==> src/rtl/pipelined_add_sub.sv <==
// Pipelined WIDTH-bit adder/subtractor: one carry-chained slice per register stage,
// valid/ready on both sides, global stall when the output is held.
module pipelined_add_sub #(
    parameter int WIDTH  = 16,
    parameter int STAGES = 4,
    parameter int TAG_W  = 4
) (
    input  logic             Clk,
    input  logic             Reset,
    input  logic             InValid,
    output logic             InReady,
    input  logic [WIDTH-1:0] A,
    input  logic [WIDTH-1:0] B,
    input  logic             Cin,
    input  logic             Sub,
    input  logic [TAG_W-1:0] InTag,
    output logic             OutValid,
    input  logic             OutReady,
    output logic [WIDTH-1:0] Result,
    output logic             Cout,
    output logic             Overflow,
    output logic             Zero,
    output logic             Negative,
    output logic [TAG_W-1:0] OutTag
);
    localparam int SLICE = WIDTH / STAGES;
    localparam int LAST  = STAGES - 1;

    if (WIDTH % STAGES != 0) begin : g_bad_cfg
        $error("pipelined_add_sub: WIDTH must be a multiple of STAGES");
    end

    logic              adv;
    logic [STAGES:1]   vld_pipe;
    logic              last_vld;

    assign adv      = !OutValid || OutReady;
    assign InReady  = !Reset && adv;
    assign OutValid = vld_pipe[STAGES];

    always_ff @(posedge Clk) begin
        if (Reset) begin
            vld_pipe <= '0;
        end else if (adv) begin
            vld_pipe[1] <= InValid;
            for (int i = 2; i <= STAGES; i++) vld_pipe[i] <= vld_pipe[i-1];
        end
    end

    if (STAGES == 1) begin : g_lv1
        assign last_vld = InValid;
    end else begin : g_lvn
        assign last_vld = vld_pipe[STAGES-1];
    end

    for (genvar k = 0; k < STAGES; k++) begin : stg
        // Only the operand bits not yet summed travel down the pipe.
        localparam int AW = WIDTH - k * SLICE;

        logic [AW-1:0]          a_in;
        logic [AW-1:0]          b_in;
        logic                   c_in;
        logic                   sub_in;
        logic [TAG_W-1:0]       tag_in;
        logic [SLICE:0]         slice_sum;
        logic [(k+1)*SLICE-1:0] s_nxt;

        if (k == 0) begin : g_src
            assign a_in   = A;
            assign b_in   = B ^ {WIDTH{Sub}};
            assign c_in   = Cin ^ Sub;
            assign sub_in = Sub;
            assign tag_in = InTag;
            assign s_nxt  = slice_sum[SLICE-1:0];
        end else begin : g_src
            assign a_in   = stg[k-1].g_reg.a_q;
            assign b_in   = stg[k-1].g_reg.b_q;
            assign c_in   = stg[k-1].g_reg.c_q;
            assign sub_in = stg[k-1].g_reg.sub_q;
            assign tag_in = stg[k-1].g_reg.tag_q;
            assign s_nxt  = {slice_sum[SLICE-1:0], stg[k-1].g_reg.s_q};
        end

        assign slice_sum = {1'b0, a_in[SLICE-1:0]} + {1'b0, b_in[SLICE-1:0]}
                         + {{SLICE{1'b0}}, c_in};

        if (k < LAST) begin : g_reg
            logic [AW-SLICE-1:0]    a_q;
            logic [AW-SLICE-1:0]    b_q;
            logic [(k+1)*SLICE-1:0] s_q;
            logic                   c_q;
            logic                   sub_q;
            logic [TAG_W-1:0]       tag_q;

            always_ff @(posedge Clk) begin
                if (Reset) begin
                    a_q   <= '0;
                    b_q   <= '0;
                    s_q   <= '0;
                    c_q   <= 1'b0;
                    sub_q <= 1'b0;
                    tag_q <= '0;
                end else if (adv) begin
                    a_q   <= a_in[AW-1:SLICE];
                    b_q   <= b_in[AW-1:SLICE];
                    s_q   <= s_nxt;
                    c_q   <= slice_sum[SLICE];
                    sub_q <= sub_in;
                    tag_q <= tag_in;
                end
            end
        end
    end

    // Carry into the MSB recovered from the MSB sum bit of the final slice.
    logic msb_cin;
    logic fin_carry;
    assign msb_cin   = stg[LAST].a_in[SLICE-1] ^ stg[LAST].b_in[SLICE-1]
                     ^ stg[LAST].slice_sum[SLICE-1];
    assign fin_carry = stg[LAST].slice_sum[SLICE];

    always_ff @(posedge Clk) begin
        if (Reset) begin
            Result   <= '0;
            Cout     <= 1'b0;
            Overflow <= 1'b0;
            Zero     <= 1'b0;
            Negative <= 1'b0;
            OutTag   <= '0;
        end else if (adv && last_vld) begin
            Result   <= stg[LAST].s_nxt;
            Cout     <= fin_carry ^ stg[LAST].sub_in;
            Overflow <= msb_cin ^ fin_carry;
            Zero     <= (stg[LAST].s_nxt == '0);
            Negative <= stg[LAST].s_nxt[WIDTH-1];
            OutTag   <= stg[LAST].tag_in;
        end
    end
endmodule

==> config.mk <==
export PLATFORM = sky130hd
export DESIGN_NAME = pipelined_add_sub
export DESIGN_NICKNAME = d
export VERILOG_FILES = /design/src/rtl/pipelined_add_sub.sv
export SDC_FILE = /design/constraint.sdc
export NUM_CORES = 1
export LEC_CHECK = 0
export ABC_AREA = 1
export CAP_MARGIN = 20
export CORE_MARGIN = 4
export CORE_UTILIZATION = 25
export CTS_CLUSTER_SIZE = 10
export DETAILED_ROUTE_END_ITERATION = 7
export HOLD_SLACK_MARGIN = 0.02
export SKIP_LAST_GASP = 1
export SYNTH_ARGS = -nofsm -noshare
export SYNTH_HDL_FRONTEND = slang
export SYNTH_SLANG_ARGS = --single-unit
export TNS_END_PERCENT = 30
==> constraint.sdc <==
create_clock -name Clk -period 4.15 [get_ports Clk]
set_input_delay 0.83 -clock Clk [delete_from_list [all_inputs] [get_ports Clk]]
set_output_delay 0.83 -clock Clk [all_outputs]
set_load 0.05 [all_outputs]
==> results of run 1 <==
how the worst min path moves through the flow:
stage	cells after the start	to
CTS	2	stg[1].g_reg.b_q[0]
detailed placement	2	stg[1].g_reg.b_q[0]
finish	2	stg[1].g_reg.b_q[0]
floorplan	2	stg[1].g_reg.b_q[0]
global route	2	stg[1].g_reg.b_q[0]
global placement	2	stg[1].g_reg.b_q[0]
report_power, final:
group / switching (uW) / total (uW) / internal [uW]
Clock: 513 / 1390 / 876
Combinational: 190 / 334 / 144
Sequential: 46.2 / 1250 / 1210
Total: 750 / 2980 / 2230
final cells by class:
class,count,area (um^2)
timing repair buffer,74,723
fill,2029,12600
inverter,26,100
clock buffer,18,429
clock inverter,14,138
tap,234,293
sequential,117,2340
multi-input combinational,410,2120
state kept, by name (all words and copies together), names as in the netlist, 4 cells and up:
signal	cells
stg.g_reg.a_q	24
stg.g_reg.b_q	24
stg.g_reg.s_q	24
Result	16
stg.g_reg.tag_q	12
OutTag	4
vld_pipe	4
logic make-up after synthesis:
family          count (synthesis)  share of synthesized area [%]
xor+xnor                       21                           3.85
flops                         117                           49.0
buf+inv                        65                           6.76
compound gates                163                           17.3
simple gates                  206                           16.6
fa+ha+maj                      20                           6.49
synthesized netlist by cell type:
library cell,count
nor2_1,170
dfxtp_1,117
o21ai_0,111
a21oi_1,45
nand2_1,23
inv_1,22
clkbuf_1,17
xnor2_1,14
buf_2,12
ha_1,12
nand3_1,10
fa_1,8
buf_6,7
xor2_1,7
inv_2,3
o21ai_1,3
buf_4,2
nor2_2,2
o21bai_1,2
a21o_1,1
a31oi_1,1
clkbuf_2,1
inv_4,1
nand3b_1,1
worst register-to-register path, stage by stage (launching register included):
cell and delay [ps]:
dfxtp_1 340, fa_1 500, fa_1 430, xnor2_1 270, nand2_1 80, nor2_1 110, nand2_1 60, a21oi_1 120
per-stage QoR:
step           total power (uW)  setup WS [ps]  instance area [um^2]  hold slack, ps
2_1_floorplan              1490           1520                  4780             420
3_3_place_gp               1610            975                  5580             436
3_5_place_dp               1610            973                  5580             437
4_1_cts                    3010            978                  6140             447
5_1_grt                    3120            911                  6140             463
6_report                   2980           1000                  6140             446
metal layers:
layer	vias up	global-route usage, %	share of wire, %
li1	2028	-	-
met1	1683	14.8	52
met2	76	15.8	43
met3	2	3.35	4.4
met4	0	3.67	0.37
met5	-	0	0
==> results.cfg, run 1 <==
[clock_network]
clk_latency_ps = 410
cts.clk_slew.worst_paths_ps = 60
post-cts-setup-buffers = 0
cts.sinks = 117
cts_repair_resize_count = 0
postCtsHoldBufs = 0
cts_buffers = 17
cts_max_path_buffers = 2
root_buffer = clkbuf_16
cts_tree = yes
htree_levels = 4

[layout]
antenna_cells = 0
final_cell_mix = 170 x nor2_1, 117 x dfxtp_1, 111 x o21ai_0
num-nets-final = 708
drive_gt1_share_pct = 6.68
final_common_cell = nor2_1
final_core_util_pct = 32.7
synthToLayoutAreaGrowth_pct = 28.6
fin_cells = 893

[die]
core_um2 = 18800
die_w_um = 146
rows = 50
dieArea_um2 = 21400
initial_core_util_pct = 25.5
die_y_um = 146
io_pins = 68

[sta]
slew_headroom_pct = 32.8
hold_viol_final = 0
max_freq_ghz = 0.318
rsz0062_at_grt = false
tightest_slew_ps = 1010
fin_worst_skew_ps = 9.50
drv_slew = 0
finalCritPeriodShare_pct = 75.9
finalSetupViolations = 0
tns_ps = 0
fin_crit_ps = 3150

[route]
firstDrtPassIters = 4
postRouteAntennaNets = 0
drc = 0
viasPerCell = 4.24
via_count = 3789
drt-total-wl_mm = 10.9
wl_per_cell_um = 12.2
initialDrtViolationCount = 198

[synthesis]
yosysTopAreaCell = dfxtp_1
synth_nets = 654
yosysUniqueCellTypes = 24
synth_top_area_share_pct = 49.0
syn_avg_cell_area_um2 = 8.07
ys_seq_area_share_pct = 49.0
mappedNetlistArea_um2 = 4780
syn_inst = 592
yosys_warnings = 0
synth-seq-cells = 117
synth_area_leaders = dfxtp_1 49%, nor2_1 13%, o21ai_0 12%, a21oi_1 4.7%, fa_1 3.4%

[hold_path]
hp-class = flip-flop to flip-flop
holdCritStartpoint = stg[0].g_reg.b_q[4]

[setup_path]
cp_top_family = buffers and inverters
path_depth = 4
crit_chain = clkdlybuf4s50_1 -> nor2_4 -> nor2_1 -> clkdlybuf4s50_1
crit_path_start_kind = primary input
critPathBufInv = 2
r2r_slack_ps = 2190
r2r-end = Zero
crit_required_ps = 3320
critPathCapture = InReady
cp_data_arrival_time_ps = 2320
reg2regPathDepth = 7
cpMaxStageDelayCell = clkdlybuf4s50_1
crit_top_cell = clkdlybuf4s50_1
cp-startpoint = OutReady
worst-setup-path-type = primary input to output pin
r2r_start = stg[2].g_reg.a_q[0]
path_max_fanout = 9
slowest_delay_ps = 810
end_kind = output pin

[placement]
io_buffers = 67
gp_congestion = 0.723
hpwl_mm = 7.47
place_inst = 861

[global_route]
grt_pass1_vias = 3697
grt_pass1_wl_mm = 18.5
antenna_found_initial = 0
grt_usage_pct = 10.7
grt-ovfl-total = 0
grt_max_degree = 108

[power_and_ir_drop]
power_density_nw_per_um2 = 485
vdd_drop_max_v = 0.000321
leakage_uw = 0.00267

[flow_run]
cap_viol_max_count = 0

[status]
outcome = complete, no violations
Note: power is estimated with default switching activity, not from simulation.
==> run 2: changes to the inputs <==
==> constraint.sdc (replaced) <==
create_clock -name Clk -period 3.15 [get_ports Clk]
set_input_delay 0.63 -clock Clk [delete_from_list [all_inputs] [get_ports Clk]]
set_output_delay 0.63 -clock Clk [all_outputs]
set_load 0.05 [all_outputs]
==> run 2 against run 1 <==
Design area increased by 1.6%; combinational power up 29%; routed wire length grew 0.53%.
==> results.cfg, run 2 (synthesis results as in run 1) <==
[clock_network]
root_buffer = clkbuf_16
cts_tree = yes
cts_buffers = 17
cts.sinks = 117
cts_max_path_buffers = 2
cts.clk_slew.worst_paths_ps = 50
cts_repair_resize_count = 0
post-cts-setup-buffers = 0
postCtsHoldBufs = 0
htree_levels = 4
clk_latency_ps = 410

[route]
wl_met2_mm = 4.65
firstDrtPassIters = 4
viasPerCell = 4.31
dr_wl_met3_um = 491
routed.top_layer = met4
wl_per_cell_um = 12.2
drt-total-wl_mm = 10.9
via_count = 3842
wirelength_met1_mm = 5.63
postRouteAntennaNets = 0
initialDrtViolationCount = 207
drc = 0

[power_and_ir_drop]
finalPower_uw = 4200
leakage_uw = 0.00271
vdd_drop_max_v = 0.000418
power_density_nw_per_um2 = 672

[setup_path]
r2r_slack_ps = 1240
worst-setup-path-type = primary input to output pin
cp_data_arrival_time_ps = 1720
crit_required_ps = 2520
r2r_start = stg[2].g_reg.a_q[0]
crit_path_start_kind = primary input
end_kind = output pin
r2r-end = Zero
reg2regPathDepth = 9
cp-startpoint = Reset
path_max_fanout = 8

[placement]
gp_congestion = 0.761
hpwl_mm = 7.39
dp_slack_ps = 424
io_buffers = 67
placed_cell_area_um2 = 5590

[layout]
final_cell_mix = 170 x nor2_1, 117 x dfxtp_1, 111 x o21ai_0
num-nets-final = 707
fill_cells = 2020
regArea_um2 = 2340
multi_input_area_um2 = 2120
drive_gt1_share_pct = 6.23
design_area_um2 = 6240
top_regs = stg.g_reg.a_q: 24 flops, stg.g_reg.b_q: 24 flops, stg.g_reg.s_q: 24 flops
synthToLayoutAreaGrowth_pct = 30.7
final_common_cell = nor2_1
antenna_cells = 0

[global_route]
grt_usage_pct = 10.3
antenna_found_initial = 0
grt_pass1_vias = 3525
grt_pass1_wl_mm = 17.8
grt-ovfl-total = 0
grt_max_degree = 112

[sta]
drv_slew = 0
tns_ps = 0
rsz0062_at_grt = false
finalSetupViolations = 0
hold_ws_ps = 470
tightest_slew_ps = 677
max_freq_ghz = 0.426
finalCritPeriodShare_pct = 74.6
fin_worst_skew_ps = 7.64
fin_crit_ps = 2350
hold_viol_final = 0
slew_headroom_pct = 54.9
fin_ws_ps = 800

[die]
core_um2 = 18800
rows = 50
dieArea_um2 = 21400
initial_core_util_pct = 25.5
die_w_um = 146
io_pins = 68
die_y_um = 146

[hold_path]
holdPathStages = 2
holdCritStartpoint = stg[2].g_reg.sub_q
hp-class = flip-flop to flip-flop
holdPathEnd = stg[2].g_reg.sub_q

[status]
outcome = complete, no violations

[flow_run]
cap_viol_max_count = 0
-- run 2: cell count changes in the layout (fill, tap and decap cells not counted), moves of 2 or more --
| cell | delta |
|---|---|
| bufinv_16 | +3 |
| clkinvlp_4 | -2 |
| clkbuf_1 | +3 |
| clkinv_4 | -2 |
| clkinv_2 | -5 |
| buf_4 | -2 |
| clkbuf_8 | +3 |
| buf_12 | +2 |
-- run 2: power breakdown --
part           internal [uW]  total, uW  switching, uW
sequential              1590       1660           62.1
clock                   1460       2110            643
combinational            186        432            246
-- run 2: metrics by stage --
stage / cells / util (%)
floorplan: 592 / -
global placement: 860 / 29.8
detailed placement: 860 / 29.8
CTS: 892 / 33.3
global route: 892 / 33.3
finish: 892 / 33.3
-- run 2: worst max-delay path by stage --
stage / endpoint / cells after the start
after global routing: InReady / 3
after CTS: InReady / 3
final: InReady / 3
after global placement: stg[0].g_reg.c_q / 8
after detailed placement: stg[0].g_reg.c_q / 8
after floorplan: stg[0].g_reg.c_q / 9
-- run 2: area by class of cell --
class	instances	share of cell area (%)
clock buffer	24	7.72
clock inverter	8	2.73
inverter	26	1.60
multi-input combinational	410	33.9
sequential	117	37.5
tap	234	4.69
timing repair buffer	73	11.8
-- run 2: per-layer routing --
layer	vias to the layer above	global-route usage (%)
met2	72	15.4
met1	1724	13.8
met5	-	0
li1	2035	-
met3	11	3.69
met4	0	3.72
-- run 2: worst max-delay path: stages --
cell	delay, ps
clkdlybuf4s50_1	780
nor2_1	100
buf_4	210
